$ cat src/rtl/fwd_hazard_scoreboard.sv
// -----------------------------------------------------------------------------
// fwd_hazard_scoreboard
// Forwarding-select and load-use hazard unit for an NPORTS-read-port pipeline.
// Tracks a shadow copy of the NSTAGES stages after decode (EX .. WB). For each
// decoded instruction it computes one bypass select per source port, and that
// select is registered so it lines up with the instruction's EX cycle. A
// combinational stall is raised while a load result is too young to forward.
// A saturating counter records the number of stall cycles.
// -----------------------------------------------------------------------------
module fwd_hazard_scoreboard #(
    parameter int RW       = 5,
    parameter int ZERO_REG = 31,
    parameter int NPORTS   = 2,
    parameter int NSTAGES  = 3,
    parameter int LOAD_RDY = 2,
    parameter int CNT_W    = 16
) (
    input  logic                                  clk,
    input  logic                                  rst_n,
    input  logic                                  id_valid,
    input  logic [RW-1:0]                         id_rd,
    input  logic                                  id_rw,
    input  logic                                  id_is_load,
    input  logic [NPORTS*RW-1:0]                  id_rs,
    input  logic [NPORTS-1:0]                     id_rs_used,
    input  logic                                  hold_i,
    input  logic                                  flush_i,
    output logic                                  stall_o,
    output logic [NPORTS*$clog2(NSTAGES)-1:0]     fwd_sel,
    output logic [CNT_W-1:0]                      stall_cnt
);

    localparam int            SEL_W = $clog2(NSTAGES);
    localparam logic [RW-1:0] ZR    = RW'(ZERO_REG);

    // Shadow pipeline: index 0 = EX, NSTAGES-1 = WB.
    // Only the valid bits are reset; the payload is qualified by r_vld.
    logic [NSTAGES-1:0]        r_vld;
    logic [RW-1:0]             r_rd [NSTAGES];
    logic [NSTAGES-1:0]        r_rw;
    logic [NSTAGES-1:0]        r_ld;

    logic [NPORTS*SEL_W-1:0]   r_fwd_sel;
    logic [CNT_W-1:0]          r_stall_cnt;

    logic [NPORTS*SEL_W-1:0]   w_sel_all;
    logic [NPORTS-1:0]         w_early_all;
    logic                      w_stall;
    logic                      w_ins_rw;

    for (genvar p = 0; p < NPORTS; p++) begin : g_port
        logic [RW-1:0]    w_rs;
        logic [SEL_W-1:0] w_sel;
        logic             w_early;

        assign w_rs = id_rs[p*RW +: RW];

        // Youngest-match search: walk from the oldest forwardable stage down
        // to EX so the lowest matching index is the one that sticks. The WB
        // entry is excluded because the register file writes before it reads.
        always_comb begin
            w_sel   = '0;
            w_early = 1'b0;
            for (int j = NSTAGES-2; j >= 0; j--) begin
                if (id_rs_used[p] && (w_rs != ZR) &&
                    r_vld[j] && r_rw[j] && (r_rd[j] == w_rs)) begin
                    // Producer moves one stage on with the consumer, hence j+1.
                    w_sel   = SEL_W'(j + 1);
                    w_early = r_ld[j] && ((j + 1) < LOAD_RDY);
                end
            end
        end

        assign w_sel_all[p*SEL_W +: SEL_W] = w_sel;
        assign w_early_all[p]              = w_early;
    end

    assign w_stall   = id_valid && !flush_i && (|w_early_all);
    assign w_ins_rw  = id_rw && (id_rd != ZR);

    assign stall_o   = w_stall;
    assign fwd_sel   = r_fwd_sel;
    assign stall_cnt = r_stall_cnt;

    // Control state: entry valids, registered selects and the stall counter.
    always_ff @(posedge clk) begin
        if (!rst_n) begin
            r_vld       <= '0;
            r_fwd_sel   <= '0;
            r_stall_cnt <= '0;
        end else if (!hold_i) begin
            for (int j = NSTAGES-1; j > 0; j--) begin
                r_vld[j] <= r_vld[j-1];
            end
            if (flush_i || w_stall) begin
                // Bubble into EX; flush takes precedence over the stall.
                r_vld[0]  <= 1'b0;
                r_fwd_sel <= '0;
            end else begin
                r_vld[0]  <= id_valid;
                r_fwd_sel <= id_valid ? w_sel_all : '0;
            end
            if (w_stall && (r_stall_cnt != {CNT_W{1'b1}})) begin
                r_stall_cnt <= r_stall_cnt + CNT_W'(1);
            end
        end
    end

    // Payload shift: destination, write-enable and load flag follow the valids.
    always_ff @(posedge clk) begin
        if (!hold_i) begin
            for (int j = NSTAGES-1; j > 0; j--) begin
                r_rd[j] <= r_rd[j-1];
                r_rw[j] <= r_rw[j-1];
                r_ld[j] <= r_ld[j-1];
            end
            r_rd[0] <= id_rd;
            r_rw[0] <= w_ins_rw;
            r_ld[0] <= id_is_load;
        end
    end

endmodule
$ cat config.mk
export PLATFORM = sky130hd
export DESIGN_NAME = fwd_hazard_scoreboard
export DESIGN_NICKNAME = d
export VERILOG_FILES = /design/src/rtl/fwd_hazard_scoreboard.sv
export SDC_FILE = /design/constraint.sdc
export NUM_CORES = 1
export LEC_CHECK = 0
export BUFFER_PORTS_ARGS = -buffer_cell sky130_fd_sc_hd__buf_2
export CAP_MARGIN = 25
export CORE_AREA = 2 2 60 62
export CTS_BUF_LIST = sky130_fd_sc_hd__clkbuf_8
export DETAILED_ROUTE_END_ITERATION = 16
export DIE_AREA = 0 0 62 64
export HOLD_SLACK_MARGIN = 0.03
export MAX_ROUTING_LAYER = met4
export PLACE_DENSITY = 0.79
export REMOVE_ABC_BUFFERS = 1
export SYNTH_ARGS = -nofsm -noshare
export SYNTH_HDL_FRONTEND = slang
export SYNTH_SLANG_ARGS = --single-unit
$ cat constraint.sdc
create_clock -name clk -period 3 [get_ports clk]
set_clock_uncertainty 0.2 [all_clocks]
set_input_delay 0.6 -clock clk [delete_from_list [all_inputs] [get_ports clk]]
set_output_delay 0.6 -clock clk [all_outputs]
set_load 0.01 [all_outputs]
# Yosys cells after proc, flatten, opt, wreduce, memory -nomap -nowiden

Memories as Yosys holds them, arrays and structs flattened.
Cells that the tools add are included.

Register bits: 25
Word-level logic and storage cells: 48
Bits of input ports: 24
Memories kept: 1
Memory bits (writable): 15
Output and inout port bits: 21

Memory list:

| name | depth | width | rd ports | clocked after memory_dff | write ports | line | text |
|---|---|---|---|---|---|---|---|
| r_rd | 3     | 5     | 2        | 0                        | 3           | 39   | `logic [RW-1:0] r_rd [NSTAGES];` |

Add/sub/neg operators: 1
Eq/ne operators: 8
Reduce and logical (&&, ||, !) cells: 22
Mux-type cells: 10
Bitwise operators: 1

Operator list:

| cell                                                             | number |
|---|---|
| 5-bit equality test                                              | 4 |
| 1-bit logical AND                                                | 18 |
| 16-bit by 1-bit adder with 16-bit output (second input constant) | 1 |
| 16-bit != test (second input constant)                           | 1 |
| 5-bit != test (second input constant)                            | 3 |
| 2-bit 2-to-1 mux                                                 | 4 |
| 4-bit 2-to-1 mux                                                 | 2 |
| 1-bit 2-to-1 mux                                                 | 4 |
| 2-bit AND reduction                                              | 1 |
| 2-bit OR reduction                                               | 1 |
| 1-bit zero test                                                  | 1 |
| 1-bit logical OR                                                 | 1 |
| 1-bit inverter                                                   | 1 |

# Logic depth before layout (Yosys ltp)

Gate-level depths: netlist of run 1.

Depth in word-level cells: 10
Mapped depth: 8
Gate-level depth less buffers: 7

# Worst setup path before layout of run 1

OpenSTA, ideal clock, no wires.

Kind: input to register
Start: in hold_i
End: reg r_stall_cnt[12] (netlist: stall_cnt[12])
Required time: 2.729 ns
Arrival: 2.211 ns
Setup time: 0.071 ns
Buffers on the path: 1
Stages on the path: 7
Setup slack: 0.519 ns
Cell sequence: clkbuf_1 -> inv_1 -> nand3_1 -> nor2_1 -> o211ai_2 -> or4_1 -> a21oi_1

Word-level cells in the longest chain between the ends: 2

Ends and longest elaborated chain:

| element                       | line | text |
|---|---|---|
| from (decl)                   | 26   | `input logic hold_i,` |
| 1-bit inverter (no line)      | -    |  |
| 2-bit AND reduction (no line) | -    |  |
| to (signal assigned)          | 104  | `r_stall_cnt <= r_stall_cnt + CNT_W'(1);` |
| to (decl)                     | 44   | `logic [CNT_W-1:0] r_stall_cnt;` |

Every way passes these cells.
A chain may end at the register's enable or synchronous reset.

==> flow_summary.ini, run 1 <==
[outcome]
outcome = complete, no violations

[global_route]
antenna_found_initial = 0
groute.usage.overall_pct = 19.2
grt_pass1_vias = 1253
grt_overflow_total = 0
grt_pass1_wl_um = 5550
grt_max_degree = 20

[logic_synthesis]
synth_simple_gate_area_share_pct = 22.1
ys_ff_latch = 35
yosys_warnings = 0
yosysUniqueCellTypes = 32
synth_compound_area_share_pct = 13.2
synthXorXnorAreaFrac_pct = 11.2
synth_mux_area_share_pct = 1.16
synthAdderAreaFrac_pct = 0.727
synth_area_mm2 = 0.00172
syn_avg_cell_area_um2 = 9.67
synthCells = 178
synth_top_family_by_area = simple AND/OR/NAND/NOR gates
synth-seq-area-share_pct = 48.3

[layout]
nets = 251
diodes = 0
multiInputGateArea_um2 = 832
regArea_um2 = 831
layoutNonFillerInstCount = 273
fillers = 279
drive_gt1_share_pct = 24.7
final_cell_mix = buf_2, dfxtp_1, xnor2_1
layout_commonest_cell = buf_2
areaGrowthSynthToFinish_pct = 20.9

[sta]
finalCritPeriodShare_pct = 93.8
hold_slack_ns = 0.267
max_slew.worst_pin.slew_ns = 0.692
timing.final.hold_violations = 0
rsz0062_at_grt = no
slew_viol_final = 0
timing.setup.tns_ns = 0
setup_violations = 0
slew_headroom_pct = 53.8
fmax_mhz = 355
period_needed_ns = 2.82

[detailed_routing]
wl_met2_um = 1560
first_pass_iters = 4
drt-vias-per-instance = 5.42
detail_route.wl_per_cell_um = 12.6
drt-met1-wl_um = 1630
drt_iter0_markers = 76
vias = 1481
dr_wl_met3_um = 211
wl_um = 3430
top_layer_used = met4
drc = 0
antenna_left = 0

[place]
gp_congestion = 0.875
dp_hpwl_um = 2580
place_inst = 265
port_buffers = 44

[cts]
cts_buffers = 5
cts_setup_buffers = 0
root_buffer = clkbuf_8
cts_tree = yes
cts_max_level = 2
clkSlewWorstSetupHoldPaths_ns = 0.07
clock_latency_ns = 0.28
cts_sinks = 35
hold_buffers = 0
cts_buffer_depth = 2
cts_resized = 0

[floorplanning]
die_w_um = 62
rows = 21
die_y_um = 64
die-area_mm2 = 0.00397
start_util_pct = 52.4
ioPinCount = 45
coreArea_mm2 = 0.00328

[min_path]
min_path_type = reg -> reg

[worst_setup_path]
crit_arrival_ns = 2.02
start_kind = flop
cp_max_fo = 6
cp.required_ns = 2.20
critPathKind = reg -> out
crit_path_end_kind = output port

[power_and_ir_drop]
p_leak_nw = 0.807
power.density_mw_per_mm2 = 451
ir_drop_uv = 370

[job]
maxCapViolations = 0
-- cells by family (layout without fill, tap and decap cells) --
kind of cell | count (synthesis) | count (layout)
muxes | 2 | 2
xor gates and xnor gates | 22 | 22
buffers and inverters | 15 | 64
DFF | 35 | 35
adders and majority gates | 1 | 1
and+or+nand+nor | 66 | 66
AOI/OAI and AO/OA | 37 | 37
-- area by class of cell --
class | count | area share [%]
Tap cell | 46 | 2.77
Multi-Input combinational cell | 128 | 40.0
Inverter | 11 | 1.98
Clock inverter | 2 | 0.421
Clock buffer | 6 | 3.97
Sequential cell | 35 | 39.9
Timing Repair Buffer | 45 | 10.9
-- registers in the layout, indices dropped and copies added, names as in the netlist --
register / flops
stall_cnt: 16
fwd_sel: 4
r_ld: 1
r_rd: 10
r_vld: 2
r_rw: 2
-- worst max-delay path: stages, from the launching register on --
cell,delay [ns]
edfxtp_1,0.46
xnor2_1,0.20
nand4_1,0.16
nor4_4,0.30
o21ai_0,0.21
inv_1,0.11
and3_1,0.17
buf_2,0.13
-- stage by stage --
step	utilization, %	total power [mW]	worst slack (ns)	instance area (µm²)
final	63.4	0.939	0.185	2080
after detailed placement	60.6	0.608	0.194	1990
after CTS	63.4	0.947	0.0668	2080
after global placement	60.6	0.607	0.225	1990
after floorplan	-	0.572	0.523	1700
after global routing	63.4	0.977	0.0257	2080
-- cell usage after synthesis --
master,number,area share [%]
dfxtp_1,22,26
xnor2_1,15,7.6
nand3_1,14,4.1
edfxtp_1,13,23
nand2_1,12,2.6
a21oi_1,11,3.2
inv_1,11,2.4
o21ai_0,11,3.2
nor2_1,9,2.0
nand4_1,8,2.9
or3_1,7,2.5
xor2_1,7,3.6
or4_1,6,2.6
o31ai_1,5,2.2
clkbuf_1,3,0.65
a22oi_1,2,0.87
and3_1,2,0.73
mux2i_1,2,1.2
nand2b_1,2,0.73
nor4_1,2,0.73
nor4_4,2,2.5
o21ai_1,2,0.58
and2_1,1,0.36
buf_2,1,0.29
ha_1,1,0.73
o2111ai_1,1,0.51
o211ai_1,1,0.44
o211ai_2,1,0.73
o21a_1,1,0.44
o311ai_0,1,0.51
o41ai_1,1,0.51
or2_2,1,0.36
-- metal layers --
layer	vias to the layer above	track usage (%)
met2	40	26.4
met5	-	-
met1	688	26.9
li1	751	-
met4	0	4.79
met3	2	6.68
-- where the power goes --
group          internal (mW)  leakage [nW]  switching, mW  total (mW)
combinational         0.0354         0.451         0.0387      0.0742
sequential             0.509         0.304         0.0140       0.523
clock                  0.182        0.0524          0.160       0.342
-- final timing paths --
check,from,slack [ns],cells past startpoint,endpoint
hold / removal,r_rw[0],0.27,0,r_rw[1]
setup / recovery,r_rd[0][1],0.18,7,stall_o
hold reg to reg,r_rw[0],0.27,0,r_rw[1]
setup reg to reg,r_rd[0][1],0.51,6,stall_cnt[7]
(Power assumes the default switching activity.)
==> run 2: changes to the inputs <==
--- a/config.mk
+++ b/config.mk
@@ -13,8 +13,9 @@
 export DIE_AREA = 0 0 62 64
 export HOLD_SLACK_MARGIN = 0.03
 export MAX_ROUTING_LAYER = met4
-export PLACE_DENSITY = 0.79
+export PLACE_DENSITY = 0.82
 export REMOVE_ABC_BUFFERS = 1
+export SLEW_MARGIN = 20
 export SYNTH_ARGS = -nofsm -noshare
 export SYNTH_HDL_FRONTEND = slang
 export SYNTH_SLANG_ARGS = --single-unit
==> run 2 against run 1 <==
  * Final area did not move
  * Routed wire length rose by 11%
  * Clock power barely moved
  * Final cell count did not move
  * Core utilization did not move
  * Critical path type unchanged
  * Maximum frequency fell by 0.43%
  * Combinational power rose by 4.3%
  * Sequential share of layout area did not move
  * Clock-buffer cell count did not move
  * Worst hold slack got worse by 0.014 ns
  * First-iteration DRC count rose by 72%
  * Via count rose by 2.2%
  * Critical endpoint unchanged
==> flow_summary.ini, run 2 (synthesis results as in run 1) <==
[cts]
hold_buffers = 0
cts_setup_buffers = 0
clkSlewWorstSetupHoldPaths_ns = 0.07
cts_resized = 0
cts_tree = yes
clock_latency_ns = 0.28
root_buffer = clkbuf_8
cts_sinks = 35
cts_buffer_depth = 2
cts_max_level = 2
cts_buffers = 5

[layout]
fillers = 279
layout_commonest_cell = buf_2
nets = 251
areaGrowthSynthToFinish_pct = 20.9
largest_reg_flops = 16
final_cell_mix = buf_2, dfxtp_1, xnor2_1
drive_gt1_share_pct = 24.7
regArea_um2 = 831
multiInputGateArea_um2 = 832
diodes = 0

[place]
dp_hpwl_um = 2750
port_buffers = 44
dp_slack_ns = 0.147
gp_congestion = 0.901

[power_and_ir_drop]
p_leak_nw = 0.807
pwr-share-seq_pct = 55.4
p_comb_share_pct = 8.2
ir_drop_uv = 353
clock_power_share_pct = 36.4
power.density_mw_per_mm2 = 453
intPower_mw = 0.726
swShare_pct = 23.0
switchingPower_mw = 0.217

[worst_setup_path]
reg2reg_from = r_rd[0][3]
cp.required_ns = 2.20
crit_chain = xnor2_1 -> nand4_1 -> nor4_4 -> o21ai_0 -> inv_1 -> and3_1 -> buf_2
crit_path_end_kind = output port
crit_path_max_incr_delay_ns = 0.45
cp_slowest_cell = edfxtp_1
ff2ff_path_depth = 6
critPathKind = reg -> out
start_kind = flop
rrSetupSlack_ns = 0.41
reg2reg_to = stall_cnt[7]
crit_arrival_ns = 2.03
cp_max_fo = 6

[sta]
slew_viol_final = 0
slew_headroom_pct = 50.5
timing.final.hold_violations = 0
timing.setup.tns_ns = 0
period_needed_ns = 2.83
max_slew.worst_pin.slew_ns = 0.740
rsz0062_at_grt = no
finalCritPeriodShare_pct = 94.2
setup_violations = 0
fmax_mhz = 354
setup_ws_ns = 0.173

[detailed_routing]
drt-vias-per-instance = 5.55
first_pass_iters = 4
antenna_left = 0
detail_route.wl_per_cell_um = 13.9
drc = 0
drt_iter0_markers = 131
vias = 1514
wl_um = 3800

[floorplanning]
ioPinCount = 45
die-area_mm2 = 0.00397
die_y_um = 64
die_w_um = 62
rows = 21
coreArea_mm2 = 0.00328
start_util_pct = 52.4

[outcome]
outcome = complete, no violations

[min_path]
hold_start = r_rw[0]
holdPathStages = 0
hold_path_end = r_rw[1]
min_path_type = reg -> reg

[global_route]
grt_pass1_wl_um = 6280
antenna_found_initial = 0
grt_max_degree = 20
groute.usage.overall_pct = 21.7
grt_pass1_vias = 1360
grt_overflow_total = 0

[job]
maxCapViolations = 0
## run 2: worst max-delay path, delay by kind of cell (launching register included)
family                 cells  cell delay (ns)
AND/OR/NAND/NOR            3             0.67
flip-flops                 1             0.45
XOR/XNOR                   1             0.23
buffers and inverters      2             0.23
AO/OA/AOI/OAI              1             0.17
## run 2: how the worst max path moves through the flow
stage / cells after the start / startpoint / slack (ns) / end
detailed placement: 7 / id_rs[5] / 0.15 / stall_cnt[7]
floorplan: 6 / id_rs[1] / 0.52 / stall_o
CTS: 7 / r_rd[0][1] / 0.07 / stall_o
global placement: 8 / id_rs[3] / 0.22 / stall_o
finish: 7 / r_rd[0][3] / 0.17 / stall_o
global route: 7 / r_rd[0][1] / 0.04 / stall_o
## run 2: layer usage
layer  vias to the layer above  global-route usage [%]  share of wire, %
li1                        746                       -                 -
met1                       708                    29.5                44
met2                        53                    31.4                48
met3                         7                    4.86               5.6
met4                         0                    8.24               1.7
met5                         -                       -                 0
## run 2: through the flow
stage | instance area (µm²) | utilization (%) | power [mW] | hold slack, ns | instances
after floorplan | 1700 | - | 0.572 | 0.227 | 174
after global placement | 1990 | 60.6 | 0.607 | 0.235 | 265
after detailed placement | 1990 | 60.6 | 0.611 | 0.236 | 265
after CTS | 2080 | 63.4 | 0.952 | 0.258 | 273
after global routing | 2080 | 63.4 | 0.985 | 0.284 | 273
final | 2080 | 63.4 | 0.943 | 0.253 | 273
## run 2: area by class of cell
type | instances | share of cell area [%]
clock buffer | 6 | 3.97
tap | 46 | 2.77
timing repair buffer | 45 | 10.9
inverter | 11 | 1.98
sequential | 35 | 39.9
clock inverter | 2 | 0.421
multi-input combinational | 128 | 40.0
## run 2: power groups by stage
| stage | logic (mW) | registers, mW | clock network, mW |
|---|---|---|---|
| 2_1_floorplan | 0.0430 | 0.529 | 0 |
| 6_report | 0.0774 | 0.523 | 0.343 |
| 3_3_place_gp | 0.0736 | 0.533 | 0 |
| 4_1_cts | 0.0772 | 0.523 | 0.351 |
| 3_5_place_dp | 0.0769 | 0.534 | 0 |
| 5_1_grt | 0.0843 | 0.524 | 0.377 |
==> run 3: changes to the inputs <==
--- a/config.mk
+++ b/config.mk
@@ -8,14 +8,13 @@
 export BUFFER_PORTS_ARGS = -buffer_cell sky130_fd_sc_hd__buf_2
 export CAP_MARGIN = 25
 export CORE_AREA = 2 2 60 62
-export CTS_BUF_LIST = sky130_fd_sc_hd__clkbuf_8
+export CTS_BUF_LIST = sky130_fd_sc_hd__clkbuf_2
 export DETAILED_ROUTE_END_ITERATION = 16
 export DIE_AREA = 0 0 62 64
 export HOLD_SLACK_MARGIN = 0.03
 export MAX_ROUTING_LAYER = met4
 export PLACE_DENSITY = 0.82
 export REMOVE_ABC_BUFFERS = 1
-export SLEW_MARGIN = 20
 export SYNTH_ARGS = -nofsm -noshare
 export SYNTH_HDL_FRONTEND = slang
 export SYNTH_SLANG_ARGS = --single-unit
==> run 3 against run 2 <==
  * Worst hold slack got worse by 0.058 ns
  * Sequential share of layout area increased by 0.73 points
  * Critical path type unchanged
  * Sequential power is essentially flat
==> flow_summary.ini, run 3 (synthesis results as in run 1) <==
[cts]
root_buffer = clkbuf_2
cts_tree = yes
cts_buffers = 5
clkSlewWorstSetupHoldPaths_ns = 0.17
cts_sinks = 35
clock_latency_ns = 0.37
cts_buffer_depth = 2
cts_max_level = 2

[sta]
setup_ws_ns = 0.0822
setup_violations = 0
timing.setup.tns_ns = 0
max_slew.worst_pin.slew_ns = 0.686
slew_viol_final = 0
period_needed_ns = 2.92
timing.final.hold_violations = 0
slew_headroom_pct = 54.1
fmax_mhz = 343
finalCritPeriodShare_pct = 97.3
rsz0062_at_grt = yes

[place]
dp_slack_ns = 0.147
port_buffers = 44
dpl_cell_area_mm2 = 0.00199
dp_hpwl_um = 2750
gp_congestion = 0.901

[global_route]
grt_overflow_total = 0
antenna_found_initial = 0
groute.usage.overall_pct = 20.8
grt_pass1_vias = 1306
grt_pass1_wl_um = 5990
grt_max_degree = 20

[power_and_ir_drop]
p_leak_nw = 0.796
ir_drop_uv = 212
power_mw = 0.812
power.density_mw_per_mm2 = 398

[detailed_routing]
drc = 0
drt-vias-per-instance = 5.53
drt_iter0_markers = 92
vias = 1520
antenna_left = 0
wl_um = 3730
first_pass_iters = 4
detail_route.wl_per_cell_um = 13.6

[floorplanning]
rows = 21
die-area_mm2 = 0.00397
ioPinCount = 45
start_util_pct = 52.4
die_w_um = 62
coreArea_mm2 = 0.00328
die_y_um = 64

[worst_setup_path]
crit_path_end_kind = output port
cp.required_ns = 2.20
crit_arrival_ns = 2.12
cp_max_fo = 5
start_kind = flop
critPathKind = reg -> out
rrSetupSlack_ns = 0.27

[outcome]
outcome = complete, no violations

[layout]
areaGrowthSynthToFinish_pct = 18.8
fillers = 287
final_area_mm2 = 0.00204
diodes = 0
drive_gt1_share_pct = 25.3
layout_commonest_cell = buf_2
nets = 253
largest_reg_flops = 16
final_cell_mix = buf_2, dfxtp_1, xnor2_1

[min_path]
min_path_type = in -> reg

[job]
maxCapViolations = 0
run 3: changes by cell type in the layout (fill, tap and decap cells not counted):
cell      change
o21ai_1       +1
clkinv_1      +1
o21ai_0       -1
buf_4         +2
clkbuf_8      -6
inv_1         -1
clkbuf_2      +6
run 3: layout make-up:
cell class | instances | area [µm²] | share of cell area [%]
clock buffer | 6 | 30.0 | 1.47
multi-input combinational | 128 | 832 | 40.7
inverter | 11 | 41.3 | 2.02
timing repair buffer | 47 | 243 | 11.9
clock inverter | 2 | 8.76 | 0.429
sequential | 35 | 831 | 40.7
tap | 46 | 57.6 | 2.82
run 3: timing repair:
action,4_1_cts,5_1_grt
resized for setup,0,1
pin swaps,2,3
setup buffers,0,2
setup endpoints to repair,1,1
hold buffers,0,0
run 3: critical path: stages (launching register included):
cell and delay, ns:
edfxtp_1 0.47, xnor2_1 0.21, nand4_1 0.16, nor4_4 0.38, o21ai_1 0.14, inv_1 0.10, and3_1 0.16, buf_2 0.12
run 3: routing by layer:
layer / routed length, µm / vias up / GRT usage (%)
li1: - / 759 / -
met1: 1670 / 700 / 28.9
met2: 1770 / 52 / 28.3
met3: 215 / 9 / 5.06
met4: 74 / 0 / 9.57
met5: 0 / - / -
run 3: stage by stage:
| step | utilization, % | std cells | hold WS (ns) |
|---|---|---|---|
| 5_1_grt | 62.2 | 275 | 0.154 |
| 3_3_place_gp | 60.6 | 265 | 0.235 |
| 2_1_floorplan | - | 174 | 0.227 |
| 3_5_place_dp | 60.6 | 265 | 0.236 |
| 4_1_cts | 61.8 | 273 | 0.159 |
| 6_report | 62.2 | 275 | 0.194 |
run 3: report_power, final:
part | internal [mW] | switching [mW] | total (mW)
combinational | 0.0368 | 0.0425 | 0.0793
clock | 0.0574 | 0.153 | 0.210
sequential | 0.509 | 0.0135 | 0.523
run 3: path summary, 6_finish.rpt:
path / start / endpoint / cells past startpoint
worst max-delay path: r_rd[0][1] / stall_o / 7
worst min-delay path: id_is_load / r_ld[0] / 1
worst max register to register: r_rd[0][1] / stall_cnt[7] / 7
worst min register to register: r_rw[0] / r_rw[1] / 0
